[src/rtl/ysyx_210544_csr_trap_seq_pkg.sv]
// Shared constants for the CSR trap/return sequencer.
//   - CSR addresses used by the hardware sequences
//   - mstatus bit positions (MIE, MPIE, MPP)
//   - default mcause values for timer interrupt and M-mode ecall
//   - 4-bit state encoding of the sequencer FSM
package ysyx_210544_csr_trap_seq_pkg;

  localparam logic [11:0] CSR_MSTATUS = 12'h300;
  localparam logic [11:0] CSR_MTVEC   = 12'h305;
  localparam logic [11:0] CSR_MEPC    = 12'h341;
  localparam logic [11:0] CSR_MCAUSE  = 12'h342;

  localparam int unsigned MST_MIE    = 3;
  localparam int unsigned MST_MPIE   = 7;
  localparam int unsigned MST_MPP_LO = 11;
  localparam int unsigned MST_MPP_HI = 12;

  localparam logic [63:0] CAUSE_MTI_DEFAULT     = 64'h8000_0000_0000_0007;
  localparam logic [63:0] CAUSE_ECALL_M_DEFAULT = 64'd11;

  localparam logic [3:0] S_IDLE      = 4'd0;
  localparam logic [3:0] S_T_RD_MST  = 4'd1;
  localparam logic [3:0] S_T_WR_EPC  = 4'd2;
  localparam logic [3:0] S_T_WR_CAU  = 4'd3;
  localparam logic [3:0] S_T_WR_MST  = 4'd4;
  localparam logic [3:0] S_T_RD_TVEC = 4'd5;
  localparam logic [3:0] S_R_RD_MST  = 4'd6;
  localparam logic [3:0] S_R_WR_MST  = 4'd7;
  localparam logic [3:0] S_R_RD_EPC  = 4'd8;
  localparam logic [3:0] S_DONE      = 4'd9;

endpackage

[src/rtl/ysyx_210544_csr_trap_seq.sv]
// CSR trap/return sequencer.
// Owns the single CSR-file port. In IDLE the pipeline's CSR accesses pass straight
// through; a timer interrupt, ecall or mret starts a multi-cycle sequence that
// updates mepc/mcause/mstatus and ends with a one-cycle redirect pulse.
// Ports:
//   clk, rst                      clock, asynchronous active-high reset
//   i_pc                          PC of the instruction in execute
//   i_ecall, i_mret               execute-stage ecall/mret (level)
//   i_clint_mtip, i_mstatus_mie,
//   i_mie_mtie                    timer interrupt pending and enables
//   i_inst_csr_*                  pipeline CSR request
//   o_inst_csr_rdata              read data back to the pipeline
//   o_csr_*, i_csr_rdata          CSR-file port
//   o_busy                        sequence in progress, pipeline holds
//   o_redirect_valid/_pc          fetch redirect (trap vector or mepc)
module ysyx_210544_csr_trap_seq
  import ysyx_210544_csr_trap_seq_pkg::*;
#(
  parameter int unsigned      XLEN          = 64,
  parameter logic [XLEN-1:0]  CAUSE_MTI     = CAUSE_MTI_DEFAULT[XLEN-1:0],
  parameter logic [XLEN-1:0]  CAUSE_ECALL_M = CAUSE_ECALL_M_DEFAULT[XLEN-1:0]
) (
  input  logic            clk,
  input  logic            rst,
  input  logic [XLEN-1:0] i_pc,
  input  logic            i_ecall,
  input  logic            i_mret,
  input  logic            i_clint_mtip,
  input  logic            i_mstatus_mie,
  input  logic            i_mie_mtie,
  input  logic            i_inst_csr_ren,
  input  logic            i_inst_csr_wen,
  input  logic [11:0]     i_inst_csr_addr,
  input  logic [XLEN-1:0] i_inst_csr_wdata,
  output logic [XLEN-1:0] o_inst_csr_rdata,
  output logic            o_csr_ren,
  output logic            o_csr_wen,
  output logic [11:0]     o_csr_addr,
  output logic [XLEN-1:0] o_csr_wdata,
  input  logic [XLEN-1:0] i_csr_rdata,
  output logic            o_busy,
  output logic            o_redirect_valid,
  output logic [XLEN-1:0] o_redirect_pc
);

  logic [3:0]      r_state;
  logic [3:0]      w_state_d;
  logic [XLEN-1:0] r_pc;
  logic [XLEN-1:0] r_cause;
  logic [XLEN-1:0] r_mst;
  logic [XLEN-1:0] r_tgt;

  logic            w_irq;
  logic            w_take_trap;
  logic [XLEN-1:0] w_mst_trap;
  logic [XLEN-1:0] w_mst_ret;

  // Unmasked combinational outputs; reset forces the real outputs to zero.
  logic [XLEN-1:0] w_inst_rdata;
  logic            w_ren;
  logic            w_wen;
  logic [11:0]     w_addr;
  logic [XLEN-1:0] w_wdata;
  logic            w_busy;
  logic            w_redir;

  assign w_irq       = i_clint_mtip & i_mstatus_mie & i_mie_mtie;
  assign w_take_trap = w_irq | i_ecall;

  always_comb begin
    w_mst_trap                        = r_mst;
    w_mst_trap[MST_MPIE]              = r_mst[MST_MIE];
    w_mst_trap[MST_MIE]               = 1'b0;
    w_mst_trap[MST_MPP_HI:MST_MPP_LO] = 2'b11;
  end

  always_comb begin
    w_mst_ret                        = r_mst;
    w_mst_ret[MST_MIE]               = r_mst[MST_MPIE];
    w_mst_ret[MST_MPIE]              = 1'b1;
    w_mst_ret[MST_MPP_HI:MST_MPP_LO] = 2'b11;
  end

  always_comb begin
    w_state_d    = r_state;
    w_inst_rdata = '0;
    w_ren        = 1'b0;
    w_wen        = 1'b0;
    w_addr       = 12'h000;
    w_wdata      = '0;
    w_busy       = 1'b1;
    w_redir      = 1'b0;
    case (r_state)
      S_IDLE: begin
        w_busy = 1'b0;
        if (w_take_trap) begin
          w_state_d = S_T_RD_MST;
        end else if (i_mret) begin
          w_state_d = S_R_RD_MST;
        end else begin
          w_ren        = i_inst_csr_ren;
          w_wen        = i_inst_csr_wen;
          w_addr       = i_inst_csr_addr;
          w_wdata      = i_inst_csr_wdata;
          w_inst_rdata = i_csr_rdata;
        end
      end
      S_T_RD_MST: begin
        w_ren     = 1'b1;
        w_addr    = CSR_MSTATUS;
        w_state_d = S_T_WR_EPC;
      end
      S_T_WR_EPC: begin
        w_wen     = 1'b1;
        w_addr    = CSR_MEPC;
        w_wdata   = r_pc;
        w_state_d = S_T_WR_CAU;
      end
      S_T_WR_CAU: begin
        w_wen     = 1'b1;
        w_addr    = CSR_MCAUSE;
        w_wdata   = r_cause;
        w_state_d = S_T_WR_MST;
      end
      S_T_WR_MST: begin
        w_wen     = 1'b1;
        w_addr    = CSR_MSTATUS;
        w_wdata   = w_mst_trap;
        w_state_d = S_T_RD_TVEC;
      end
      S_T_RD_TVEC: begin
        w_ren     = 1'b1;
        w_addr    = CSR_MTVEC;
        w_state_d = S_DONE;
      end
      S_R_RD_MST: begin
        w_ren     = 1'b1;
        w_addr    = CSR_MSTATUS;
        w_state_d = S_R_WR_MST;
      end
      S_R_WR_MST: begin
        w_wen     = 1'b1;
        w_addr    = CSR_MSTATUS;
        w_wdata   = w_mst_ret;
        w_state_d = S_R_RD_EPC;
      end
      S_R_RD_EPC: begin
        w_ren     = 1'b1;
        w_addr    = CSR_MEPC;
        w_state_d = S_DONE;
      end
      S_DONE: begin
        w_redir   = 1'b1;
        w_state_d = S_IDLE;
      end
      default: begin
        w_busy    = 1'b0;
        w_state_d = S_IDLE;
      end
    endcase
  end

  always_ff @(posedge clk or posedge rst) begin
    if (rst) begin
      r_state <= S_IDLE;
      r_pc    <= '0;
      r_cause <= '0;
      r_mst   <= '0;
      r_tgt   <= '0;
    end else begin
      r_state <= w_state_d;
      if (r_state == S_IDLE && w_take_trap) begin
        r_pc    <= i_pc;
        // Interrupt wins over a simultaneous ecall; the ecall re-executes later.
        r_cause <= w_irq ? CAUSE_MTI : CAUSE_ECALL_M;
      end
      if (r_state == S_T_RD_MST || r_state == S_R_RD_MST) begin
        r_mst <= i_csr_rdata;
      end
      if (r_state == S_T_RD_TVEC) begin
        // Direct mode only: mode bits are dropped.
        r_tgt <= {i_csr_rdata[XLEN-1:2], 2'b00};
      end else if (r_state == S_R_RD_EPC) begin
        r_tgt <= i_csr_rdata;
      end
    end
  end

  always_comb begin
    if (rst) begin
      o_inst_csr_rdata = '0;
      o_csr_ren        = 1'b0;
      o_csr_wen        = 1'b0;
      o_csr_addr       = 12'h000;
      o_csr_wdata      = '0;
      o_busy           = 1'b0;
      o_redirect_valid = 1'b0;
      o_redirect_pc    = '0;
    end else begin
      o_inst_csr_rdata = w_inst_rdata;
      o_csr_ren        = w_ren;
      o_csr_wen        = w_wen;
      o_csr_addr       = w_addr;
      o_csr_wdata      = w_wdata;
      o_busy           = w_busy;
      o_redirect_valid = w_redir;
      o_redirect_pc    = r_tgt;
    end
  end

endmodule

[config.mk]
export PLATFORM = sky130hd
export DESIGN_NAME = ysyx_210544_csr_trap_seq
export DESIGN_NICKNAME = d
export VERILOG_FILES = /design/src/rtl/ysyx_210544_csr_trap_seq_pkg.sv /design/src/rtl/ysyx_210544_csr_trap_seq.sv
export SDC_FILE = /design/constraint.sdc
export NUM_CORES = 1
export LEC_CHECK = 0
export BUFFER_PORTS_ARGS = -buffer_cell sky130_fd_sc_hd__buf_4
export CAP_MARGIN = 20
export CORE_MARGIN = 10
export CORE_UTILIZATION = 24
export DETAILED_ROUTE_END_ITERATION = 12
export PLACE_DENSITY = 0.52
export SLEW_MARGIN = 20
export SYNTH_ARGS = -nofsm -noshare
export SYNTH_HDL_FRONTEND = slang
export SYNTH_SLANG_ARGS = --single-unit
[constraint.sdc]
create_clock -name clk -period 12.8 [get_ports clk]
set_clock_uncertainty 0.15 [all_clocks]
set_input_delay 1.28 -clock clk [delete_from_list [all_inputs] [get_ports clk]]
set_output_delay 1.28 -clock clk [all_outputs]
set_load 0.05 [all_outputs]
# Yosys cells after proc, flatten, opt, wreduce, memory -nomap -nowiden

Cells that the tools add are included.

Muxes and demuxes: 31
Bitwise operators: 3
Equal/unequal tests: 10
Reductions and logical operators: 10

Operators by type and width:

| kind                 | count |
|---|---|
| $mux W64             | 11 |
| $pmux W64 S5         | 1 |
| $pmux W12 S5         | 1 |
| $mux W12             | 3 |
| $pmux W4 S8          | 1 |
| $eq A4 B3 Y1 const B | 4 |
| $reduce_or A4 Y1     | 3 |
| $mux W1              | 10 |
| $reduce_or A9 Y1     | 1 |
| $eq A4 B2 Y1 const B | 2 |
| $eq A4 B4 Y1 const B | 2 |
| $mux W4              | 2 |
| $eq A4 B1 Y1 const B | 1 |
| $logic_not A4 Y1     | 1 |
| $pmux W1 S2          | 2 |
| $reduce_or A2 Y1     | 2 |
| $ne A3 B3 Y1 const B | 1 |
| $and A1 B1 Y1        | 2 |
| $reduce_bool A2 Y1   | 1 |
| $logic_and A1 B1 Y1  | 1 |
| $logic_or A1 B1 Y1   | 1 |
| $or A1 B1 Y1         | 1 |

Bits in registers: 260
Input bits: 213

# Longest topological paths before layout

Gate-level depths: netlist of run 1.

Word-level depth: 6
Mapped depth: 7

# Worst setup path after synthesis of run 1

OpenSTA, ideal clock, no wires.

Kind: input port to output port
Start: input port rst
End: output port o_csr_addr[10]
Data arrival time: 8.337 ns
Required time: 11.370 ns
Path slack: 3.033 ns
Stages: 3
Cells stage by stage: clkinv_1 > clkbuf_1 > and3_1

Cells in the longest elaborated chain, start to end: 1

Ends and longest elaborated chain:

| what            | line                            | RTL |
|---|---|---|
| start, declared | ysyx_210544_csr_trap_seq.sv:24  | `input logic rst,` |
| $mux W12        | ysyx_210544_csr_trap_seq.sv:190 | `if (rst) begin` |
| end, declared   | ysyx_210544_csr_trap_seq.sv:38  | `output logic [11:0] o_csr_addr,` |

Every way passes these cells.

# Worst setup path in the final report of run 1

Start: input port i_clint_mtip
End: output port o_csr_wdata[61]

Cells in the longest elaborated chain, start to end: 6

Ends and longest elaborated chain:

| what                        | line                            | RTL |
|---|---|---|
| start, declared             | ysyx_210544_csr_trap_seq.sv:28  | `input logic i_clint_mtip,` |
| $and A1 B1 Y1 (2 in series) | ysyx_210544_csr_trap_seq.sv:67  | `assign w_irq = i_clint_mtip & i_mstatus_mie & i_mie_mtie;` |
| $or A1 B1 Y1                | ysyx_210544_csr_trap_seq.sv:68  | `assign w_take_trap = w_irq \| i_ecall;` |
| $mux W64                    | ysyx_210544_csr_trap_seq.sv:96  | `if (w_take_trap) begin` |
| $pmux W64 S5                | ysyx_210544_csr_trap_seq.sv:93  | `case (r_state)` |
| $mux W64                    | ysyx_210544_csr_trap_seq.sv:190 |  |
| end, declared               | ysyx_210544_csr_trap_seq.sv:39  | `output logic [XLEN-1:0] o_csr_wdata,` |

Every way passes these cells.

==> results of run 1 <==
[cell families (layout without fill, tap and decap cells)]
logic type,Yosys count,count (layout),share of synthesized area (%)
other cells,0,2,0
compound gates,151,151,9.66
xor+xnor,3,3,0.245
mux,189,189,21.9
buf+inv,101,473,5.01
flops,197,197,45.9
simple gates,318,318,17.2
[routing by layer]
layer  GRT usage [%]  wire, um  vias to the layer above  part of all wire [%]
met2            24.6     20000                      281                    48
met5               0         0                        -                     0
met3            4.92      2830                       31                   6.7
met1            18.7     18400                     4571                    44
li1                -         -                     4172                     -
met4            4.54       648                        0                   1.5
[power by group through the flow]
stage	clock, mW	combinational, mW	sequential, mW
after CTS	0.561	2.10	1.15
after global routing	0.582	2.20	1.20
after detailed placement	0	2.09	1.16
final	0.541	2.07	1.15
after floorplan	0	1.59	1.07
after global placement	0	2.08	1.15
[state kept, by name, indices dropped and copies added, names as in the netlist]
signal,cells
r_tgt,64
r_cause,3
r_pc,64
r_state,4
r_mst,62
[cell usage in the layout (no fill, tap or decap), types with 5 or more instances in the layout]
master and count:
nor2_1 11, nand2_1 80, clkbuf_1 5, a31oi_1 61, dfrtp_1 196, mux2_2 80
nand3b_1 54, a21oi_1 13, mux2_1 49, clkbuf_16 17, o211ai_1 50, and3_1 73
nor2b_1 68, a22oi_1 8, mux2_4 60, buf_4 437, nand3_1 5
[path summary, 6_finish.rpt]
path,from,endpoint,slack (ns),depth (start not counted)
max,i_clint_mtip,o_csr_wdata[61],6.93,7
min,r_cause[1],r_cause[1],0.32,1
max reg2reg,r_state[2],r_tgt[38],9.10,6
min reg2reg,r_cause[1],r_cause[1],0.32,1
max in group asynchronous,rst,r_tgt[50],9.96,4
min in group asynchronous,rst,r_tgt[16],0.76,2
[metrics by stage]
step,util (%),hold WS (ns),instances,instance area [sq um]
after floorplan,-,0.290,959,10700
after global routing,33.6,0.352,1923,14800
after CTS,33.6,0.326,1923,14800
after global placement,32.3,0.302,1893,14300
after detailed placement,32.3,0.307,1893,14300
final,33.6,0.324,1925,14900
[worst max-delay path, cell delays in order]
cell      delay [ns]
buf_4           0.12
a311oi_1        0.92
and2_4          0.71
buf_4           0.65
nand2_1         0.16
a31oi_1         0.20
buf_4           0.24
[final cells by class]
class | count | share of cell area (%)
clock inverter | 5 | 0.505
sequential | 197 | 33.2
tap | 592 | 4.99
clock buffer | 25 | 3.27
antenna | 2 | 0.0337
timing repair buffer | 437 | 22.1
inverter | 6 | 0.202
multi-input combinational | 661 | 35.7
==> results.py, run 1 <==
metrics = {
    "run_status": {
        "status": "finished clean",
    },
    "synthesis": {
        "ys_ff_latch": 197,
        "synth_most_common_cell": "dfrtp_1",
        "yosysUniqueCellTypes": 49,
        "ys_top_cells_by_area": "dfrtp_1 46%, mux2_2 8.4%, mux2_4 8.4%",
        "yosys_warnings": 0,
        "async_flop_share_pct": 100,
        "avgSynthCellArea_sq_um": 11.2,
        "yosys.area.top_type": "dfrtp_1",
        "synthFlopType": "dfrtp_1",
        "synth_top_area_share_pct": 45.9,
        "syn_area_sq_mm": 0.0107,
        "syn_nets": 1172,
        "synth_commonest_cells": "197 x dfrtp_1, 81 x nand2_1, 80 x mux2_2, 73 x and3_1, 69 x nor2b_1",
        "syn_inst": 959,
        "synth_seq_area_share_pct": 45.9,
        "synth_edf_count": 0,
    },
    "timing": {
        "setup_viol": 0,
        "hold_viol": 0,
        "min_period_ns": 5.87,
        "period_share_pct": 45.8,
        "max_slew_margin_pct": 25.9,
        "report.final.slew_viol_count": 0,
        "rsz0062_at_grt": "no",
        "finalWorstSetupSlack_ns": 6.93,
        "setup-tns-final_ns": 0,
        "fmax_mhz": 170,
        "tightest_slew_ns": 1.10,
    },
    "final_layout": {
        "layout.nets": 1533,
        "regArea_sq_mm": 0.00493,
        "multiInputGateArea_sq_mm": 0.00530,
        "nFillCells": 4531,
        "drive_above_1_share_pct": 46.5,
        "area_growth_pct": 38.3,
    },
    "power": {
        "pwr-share-comb_pct": 55.0,
        "p_seq_share_pct": 30.6,
        "clkPwrFrac_pct": 14.4,
        "swShare_pct": 44.0,
        "p_int_mw": 2.11,
        "p_sw_mw": 1.66,
        "powerDensity_mw_per_mm2": 253,
        "leakage_nw": 6.72,
        "vdd_drop_max_mv": 0.136,
        "power_mw": 3.76,
    },
    "floorplanning": {
        "initial_core_util_pct": 24.3,
        "die_h_um": 232,
        "core_sq_mm": 0.0442,
        "dieArea_sq_mm": 0.0536,
        "die_w_um": 232,
        "ios": 421,
        "rows": 77,
    },
    "cts": {
        "cts.clk_slew.worst_paths_ns": 0.07,
        "cts_sinks": 197,
        "worstSkewPairLatency_ns": 0.48,
        "cts_tree": "done",
        "clockBufferDepth": 2,
        "cts-resized-gates": 0,
        "htree_levels": 4,
        "numCtsBuffers": 17,
        "root_buffer": "clkbuf_16",
        "cts_hold_buf": 0,
        "post_cts_buffers": 0,
    },
    "min_path": {
        "min_path_type": "register to register",
    },
    "grt": {
        "grt_max_degree": 123,
        "grt_overflow_total": 0,
        "grt_antenna_before_repair": 2,
        "grt_usage_pct": 15.1,
        "grt_first_pass_wirelength_um": 62000,
        "first_global_vias": 9622,
    },
    "place": {
        "dp_hpwl_um": 30000,
        "place_ws_ns": 7.06,
        "place.gp.congestion": 0.775,
        "io_buffer_count": 420,
    },
    "worst_setup_path": {
        "path_class": "input port to output pin",
        "crit_required_ns": 11.37,
        "arrival_ns": 4.44,
        "cp_max_fo": 74,
        "end_kind": "output pin",
        "worstSetupStartpointType": "input port",
    },
    "drt": {
        "drt-wirelength-per-cell_um": 21.8,
        "drt-initial-drc-count": 517,
        "drcViolationCount": 0,
        "via_per_inst": 4.70,
        "first_pass_iters": 6,
        "drt-total-wl_um": 41900,
        "final_antenna_net_count": 0,
        "vias": 9055,
    },
    "job": {
        "maxCapViolations": 0,
    },
}
(Power assumes the default switching activity.)
==> inputs of run 2 (changes only) <==
Settings changed: ABC_AREA set to 1.
Clock period 12.8 ns to 6 ns, I/O delays scaled along.
==> run 2 against run 1 <==
Register-to-register slack got worse by 7.0 ns. Routed wire length up 7.0%. Power is 110% higher. Setup slack worse by 5.7 ns. Clock-buffer cell count shrank 2. Synthesized area up 3.0%. Global-route usage up 0.75 points. Critical path type is now register to output pin. Critical endpoint is now o_inst_csr_rdata[47]. Largest cell class unchanged. Largest power group unchanged.
==> results.py, run 2 <==
metrics = {
    "run_status": {
        "status": "finished clean",
    },
    "synthesis": {
        "synth_edf_count": 0,
        "synthFlopType": "dfrtp_1",
        "syn_inst": 1635,
        "yosys_warnings": 0,
        "syn_area_sq_mm": 0.0111,
        "avgSynthCellArea_sq_um": 6.76,
        "synth_top_area_share_pct": 44.6,
        "synth_most_common_cell": "nand2_1",
        "yosys.area.top_type": "dfrtp_1",
        "ys_ff_latch": 197,
        "async_flop_share_pct": 100,
        "synth_commonest_cells": "424 x nand2_1, 351 x nor2_1, 197 x dfrtp_1, 191 x nand3_1, 138 x inv_1",
        "synth_seq_area_share_pct": 44.6,
        "syn_nets": 1848,
        "yosysUniqueCellTypes": 23,
        "ys_top_cells_by_area": "dfrtp_1 45%, nand2_1 14%, nor2_1 12%",
    },
    "cts": {
        "worstSkewPairLatency_ns": 0.45,
        "cts.clk_slew.worst_paths_ns": 0.08,
        "cts_tree": "done",
        "cts-resized-gates": 0,
        "root_buffer": "clkbuf_16",
        "clockBufferDepth": 2,
        "htree_levels": 4,
        "cts_hold_buf": 0,
        "cts_sinks": 197,
        "post_cts_buffers": 0,
        "numCtsBuffers": 17,
    },
    "grt": {
        "first_global_vias": 11800,
        "grt_first_pass_wirelength_um": 70100,
        "grt_max_degree": 126,
        "grt_overflow_total": 0,
        "grt_antenna_before_repair": 2,
        "grt_usage_pct": 15.9,
    },
    "timing": {
        "max_slew_margin_pct": 36.6,
        "tightest_slew_ns": 0.951,
        "rsz0062_at_grt": "no",
        "hold_viol": 0,
        "period_share_pct": 78.7,
        "setup-tns-final_ns": 0,
        "report.final.slew_viol_count": 0,
        "fmax_mhz": 212,
        "min_period_ns": 4.72,
        "setup_viol": 0,
    },
    "drt": {
        "via_per_inst": 4.51,
        "final_antenna_net_count": 0,
        "first_pass_iters": 7,
        "vias": 11700,
        "drcViolationCount": 0,
        "drt-total-wl_um": 44900,
        "drt-initial-drc-count": 911,
        "drt-wirelength-per-cell_um": 17.3,
    },
    "final_layout": {
        "layout.nets": 2188,
        "regArea_sq_mm": 0.00493,
        "final_cells": 2590,
        "final_area_sq_mm": 0.0152,
        "reg_top3": "r_pc: 64 flops, r_tgt: 64 flops, r_mst: 62 flops",
        "multiInputGateArea_sq_mm": 0.00503,
        "drive_above_1_share_pct": 24.3,
        "final_common_cell": "buf_4",
        "final_cell_mix": "434 x buf_4, 423 x nand2_1, 348 x nor2_1",
        "nFillCells": 5010,
        "area_growth_pct": 37.3,
    },
    "place": {
        "placedCellCount": 2556,
        "place.gp.congestion": 0.796,
        "placed_cell_area_sq_mm": 0.0145,
        "io_buffer_count": 420,
        "dp_hpwl_um": 31900,
    },
    "power": {
        "leakage_nw": 7.91,
        "vdd_drop_max_mv": 0.246,
        "powerDensity_mw_per_mm2": 511,
        "power_mw": 7.75,
    },
    "floorplanning": {
        "die_w_um": 235,
        "initial_core_util_pct": 24.3,
        "die_h_um": 235,
        "core_sq_mm": 0.0455,
        "dieArea_sq_mm": 0.0550,
        "rows": 78,
        "ios": 421,
    },
    "worst_setup_path": {
        "worstSetupStartpointType": "register",
        "crit_required_ns": 5.25,
        "path_class": "register to output pin",
        "arrival_ns": 3.97,
        "end_kind": "output pin",
        "cp_max_fo": 70,
    },
    "job": {
        "maxCapViolations": 0,
    },
    "min_path": {
        "min_path_type": "input port to register",
    },
}
run 2: metal layers:
metal	up-vias	share of wire (%)	GRT usage [%]
li1	5778	-	-
met1	5519	43	19.4
met2	359	50	27.4
met3	32	5.7	3.77
met4	0	1.3	4.25
met5	-	0	0
run 2: final timing paths:
path | from | end | slack (ns) | cells past startpoint
worst max-delay path | r_state[0] | o_inst_csr_rdata[47] | 1.28 | 7
worst min-delay path | i_pc[16] | r_pc[16] | 0.19 | 3
worst max register to register | r_state[0] | r_pc[21] | 2.08 | 7
worst min register to register | r_pc[43] | r_pc[43] | 0.32 | 2
max in group asynchronous | rst | r_mst[35] | 3.92 | 4
min in group asynchronous | rst | r_state[1] | 0.36 | 3
run 2: cell type report:
type | instances | area share, %
inverters | 142 | 3.54
repair buffers | 437 | 21.7
well taps | 600 | 4.95
diodes | 2 | 0.0330
clock inverters | 9 | 0.915
clock buffers | 23 | 3.22
flip-flops and latches | 197 | 32.5
multi-input cells | 1180 | 33.1
run 2: cells by family (layout without fill, tap and decap cells):
logic type,count (synthesis),in the layout,share of synthesized area (%)
buffers and inverters,258,611,10.3
and+or+nand+nor,1041,1041,38.8
AOI/OAI and AO/OA,139,139,6.34
other,0,2,0
DFF,197,197,44.6
run 2: stage by stage:
stage / util [%] / hold slack (ns) / worst slack, ns
floorplan: - / 0.290 / 0.821
global placement: 31.9 / 0.305 / 1.83
detailed placement: 32.0 / 0.304 / 1.64
CTS: 33.3 / 0.159 / 1.12
global route: 33.4 / 0.177 / 0.907
finish: 33.4 / 0.190 / 1.28
run 2: power breakdown:
| part | leakage, nW | switching [mW] | internal, mW | total, mW |
|---|---|---|---|---|
| Clock | 0.309 | 0.545 | 0.707 | 1.25 |
| Sequential | 2.34 | 0.380 | 1.97 | 2.35 |
| Combinational | 5.26 | 2.96 | 1.18 | 4.15 |
| Total | 7.91 | 3.89 | 3.86 | 7.75 |
run 2: critical path, cell delays in order, from the launching register on:
cell and delay, ns:
dfrtp_1 0.49, nor2_4 0.14, buf_4 0.63, nand2_4 0.71, nor3_4 0.49, nand2_4 0.53, nor2_1 0.26, buf_4 0.23
==> inputs of run 3 (changes only) <==
Settings changed: PLACE_DENSITY 0.52 to 0.54.
Clock period 6 ns to 4 ns, I/O delays scaled along.
==> run 3 against run 2 <==
First-iteration DRC count fell by 14%. Sequential power rose by 51%. Worst hold slack got worse by 0.16 ns. Core utilization rose by 1.7 points. Clock-buffer cell count fell by 1. Cell area rose by 5.1%. Register-to-register slack got worse by 0.83 ns. Setup slack got worse by 0.77 ns. Largest cell class unchanged.
==> results.py, run 3 (synthesized netlist as in run 2, its figures left out) <==
metrics = {
    "run_status": {
        "status": "finished clean",
    },
    "power": {
        "p_sw_mw": 5.85,
        "leakage_nw": 8.18,
        "powerDensity_mw_per_mm2": 736,
        "swShare_pct": 49.8,
        "vdd_drop_max_mv": 0.742,
        "power_mw": 11.7,
        "pwr-share-comb_pct": 53.6,
        "p_seq_share_pct": 30.2,
        "p_int_mw": 5.89,
        "clkPwrFrac_pct": 16.2,
    },
    "cts": {
        "htree_levels": 4,
        "cts.clk_slew.worst_paths_ns": 0.07,
        "clockBufferDepth": 2,
        "numCtsBuffers": 17,
        "cts_tree": "done",
        "worstSkewPairLatency_ns": 0.44,
        "root_buffer": "clkbuf_16",
        "cts_sinks": 197,
        "post_cts_buffers": 0,
        "cts-resized-gates": 0,
    },
    "grt": {
        "grt_antenna_before_repair": 1,
        "grt_first_pass_wirelength_um": 70300,
        "grt_usage_pct": 15.7,
        "grt_max_degree": 126,
        "first_global_vias": 12100,
        "grt_overflow_total": 0,
    },
    "timing": {
        "tightest_slew_ns": 0.944,
        "hold-worst-slack_ns": 0.0287,
        "fmax_mhz": 287,
        "max_slew_margin_pct": 37.0,
        "hold_viol": 0,
        "setup_viol": 0,
        "rsz0062_at_grt": "no",
        "period_share_pct": 87.3,
        "min_period_ns": 3.49,
        "setup-tns-final_ns": 0,
        "report.final.slew_viol_count": 0,
    },
    "worst_setup_path": {
        "worstSetupStartpointType": "register",
        "end_kind": "output pin",
        "crit_required_ns": 3.45,
        "cp_max_fo": 67,
        "timing.critical_path.from": "r_state[3]",
        "r2r-end": "r_mst[45]",
        "r2r_cells": 7,
        "path_class": "register to output pin",
        "timing.rr.start": "r_state[3]",
        "setup.worst_path.end": "o_csr_addr[0]",
        "regToRegSetupSlack_ns": 1.25,
        "arrival_ns": 2.94,
    },
    "floorplanning": {
        "rows": 78,
        "die_w_um": 235,
        "ios": 421,
        "die_h_um": 235,
        "initial_core_util_pct": 24.3,
        "dieArea_sq_mm": 0.0550,
        "core_sq_mm": 0.0455,
    },
    "drt": {
        "drcViolationCount": 0,
        "drt-total-wl_um": 44500,
        "vias": 11800,
        "drt-initial-drc-count": 781,
        "first_pass_iters": 5,
        "drt-wirelength-per-cell_um": 16.8,
        "via_per_inst": 4.45,
        "final_antenna_net_count": 0,
    },
    "place": {
        "place.gp.congestion": 0.793,
        "io_buffer_count": 420,
        "dp_hpwl_um": 32300,
    },
    "job": {
        "maxCapViolations": 0,
    },
    "final_layout": {
        "area_growth_pct": 44.3,
        "final_common_cell": "buf_4",
        "layout.nets": 2254,
        "reg_top3": "r_pc: 64 flops, r_tgt: 64 flops, r_mst: 62 flops",
        "final_cell_mix": "439 x buf_4, 422 x nand2_1, 324 x nor2_1",
        "drive_above_1_share_pct": 25.0,
        "diodes": 0,
    },
    "min_path": {
        "min_path_type": "input port to register",
    },
}
run 3: worst min path at each step:
| stage | cells past startpoint | to | slack (ns) | from |
|---|---|---|---|---|
| floorplan | 1 | r_cause[1] | 0.29 | r_cause[1] |
| detailed placement | 1 | r_cause[1] | 0.31 | r_cause[1] |
| CTS | 3 | r_pc[56] | 0.0009 | i_pc[56] |
| global route | 3 | r_pc[53] | 0.01 | i_pc[53] |
| global placement | 2 | r_pc[55] | 0.30 | r_pc[55] |
| finish | 3 | r_pc[56] | 0.03 | i_pc[56] |
run 3: area by class of cell:
cell class              count  area (sq um)
repair buffers            503          3950
flip-flops and latches    197          4930
clock buffers              22           464
fillers                  4958         29500
inverters                 142           537
well taps                 600           751
clock inverters            10           168
multi-input cells        1180          5150
run 3: metrics by stage:
| stage | area, sq um | util, % | setup WS, ns | cells |
|---|---|---|---|---|
| 3_5_place_dp | 14700 | 32.3 | 0.907 | 2562 |
| 2_1_floorplan | 11200 | - | -0.704 | 1635 |
| 6_report | 15900 | 35.1 | 0.510 | 2654 |
| 5_1_grt | 15900 | 35.1 | 0.167 | 2654 |
| 3_3_place_gp | 14700 | 32.3 | 0.942 | 2562 |
| 4_1_cts | 15900 | 35.0 | 0.372 | 2654 |
run 3: critical path, cell delays in order, from the launching register on:
cell and delay (ns):
dfrtp_1 0.48, nor2_4 0.15, buf_4 0.64, nand2_1 0.27, nor2_1 0.39, inv_1 0.09
nand2_1 0.10, nor2_1 0.05, nor2_1 0.09, buf_4 0.23
run 3: timing repair:
action                                  in CTS  in global routing
endpoints found under the setup margin       0                  0
hold buffers                                60                  0
hold endpoints to repair                    60                  0
run 3: routing by layer:
layer / share of wire, % / global-route usage, %
met1: 43 / 19.2
met2: 50 / 27.4
met3: 6.3 / 4.22
met4: 0.96 / 3.04
met5: 0.016 / 0
run 3: power by group through the flow:
stage | combinational (mW) | clock [mW] | sequential (mW)
finish | 6.30 | 1.90 | 3.54
global route | 6.97 | 2.04 | 3.66
CTS | 6.40 | 1.97 | 3.54
detailed placement | 6.33 | 0 | 3.57
global placement | 6.25 | 0 | 3.54
floorplan | 4.61 | 0 | 3.41
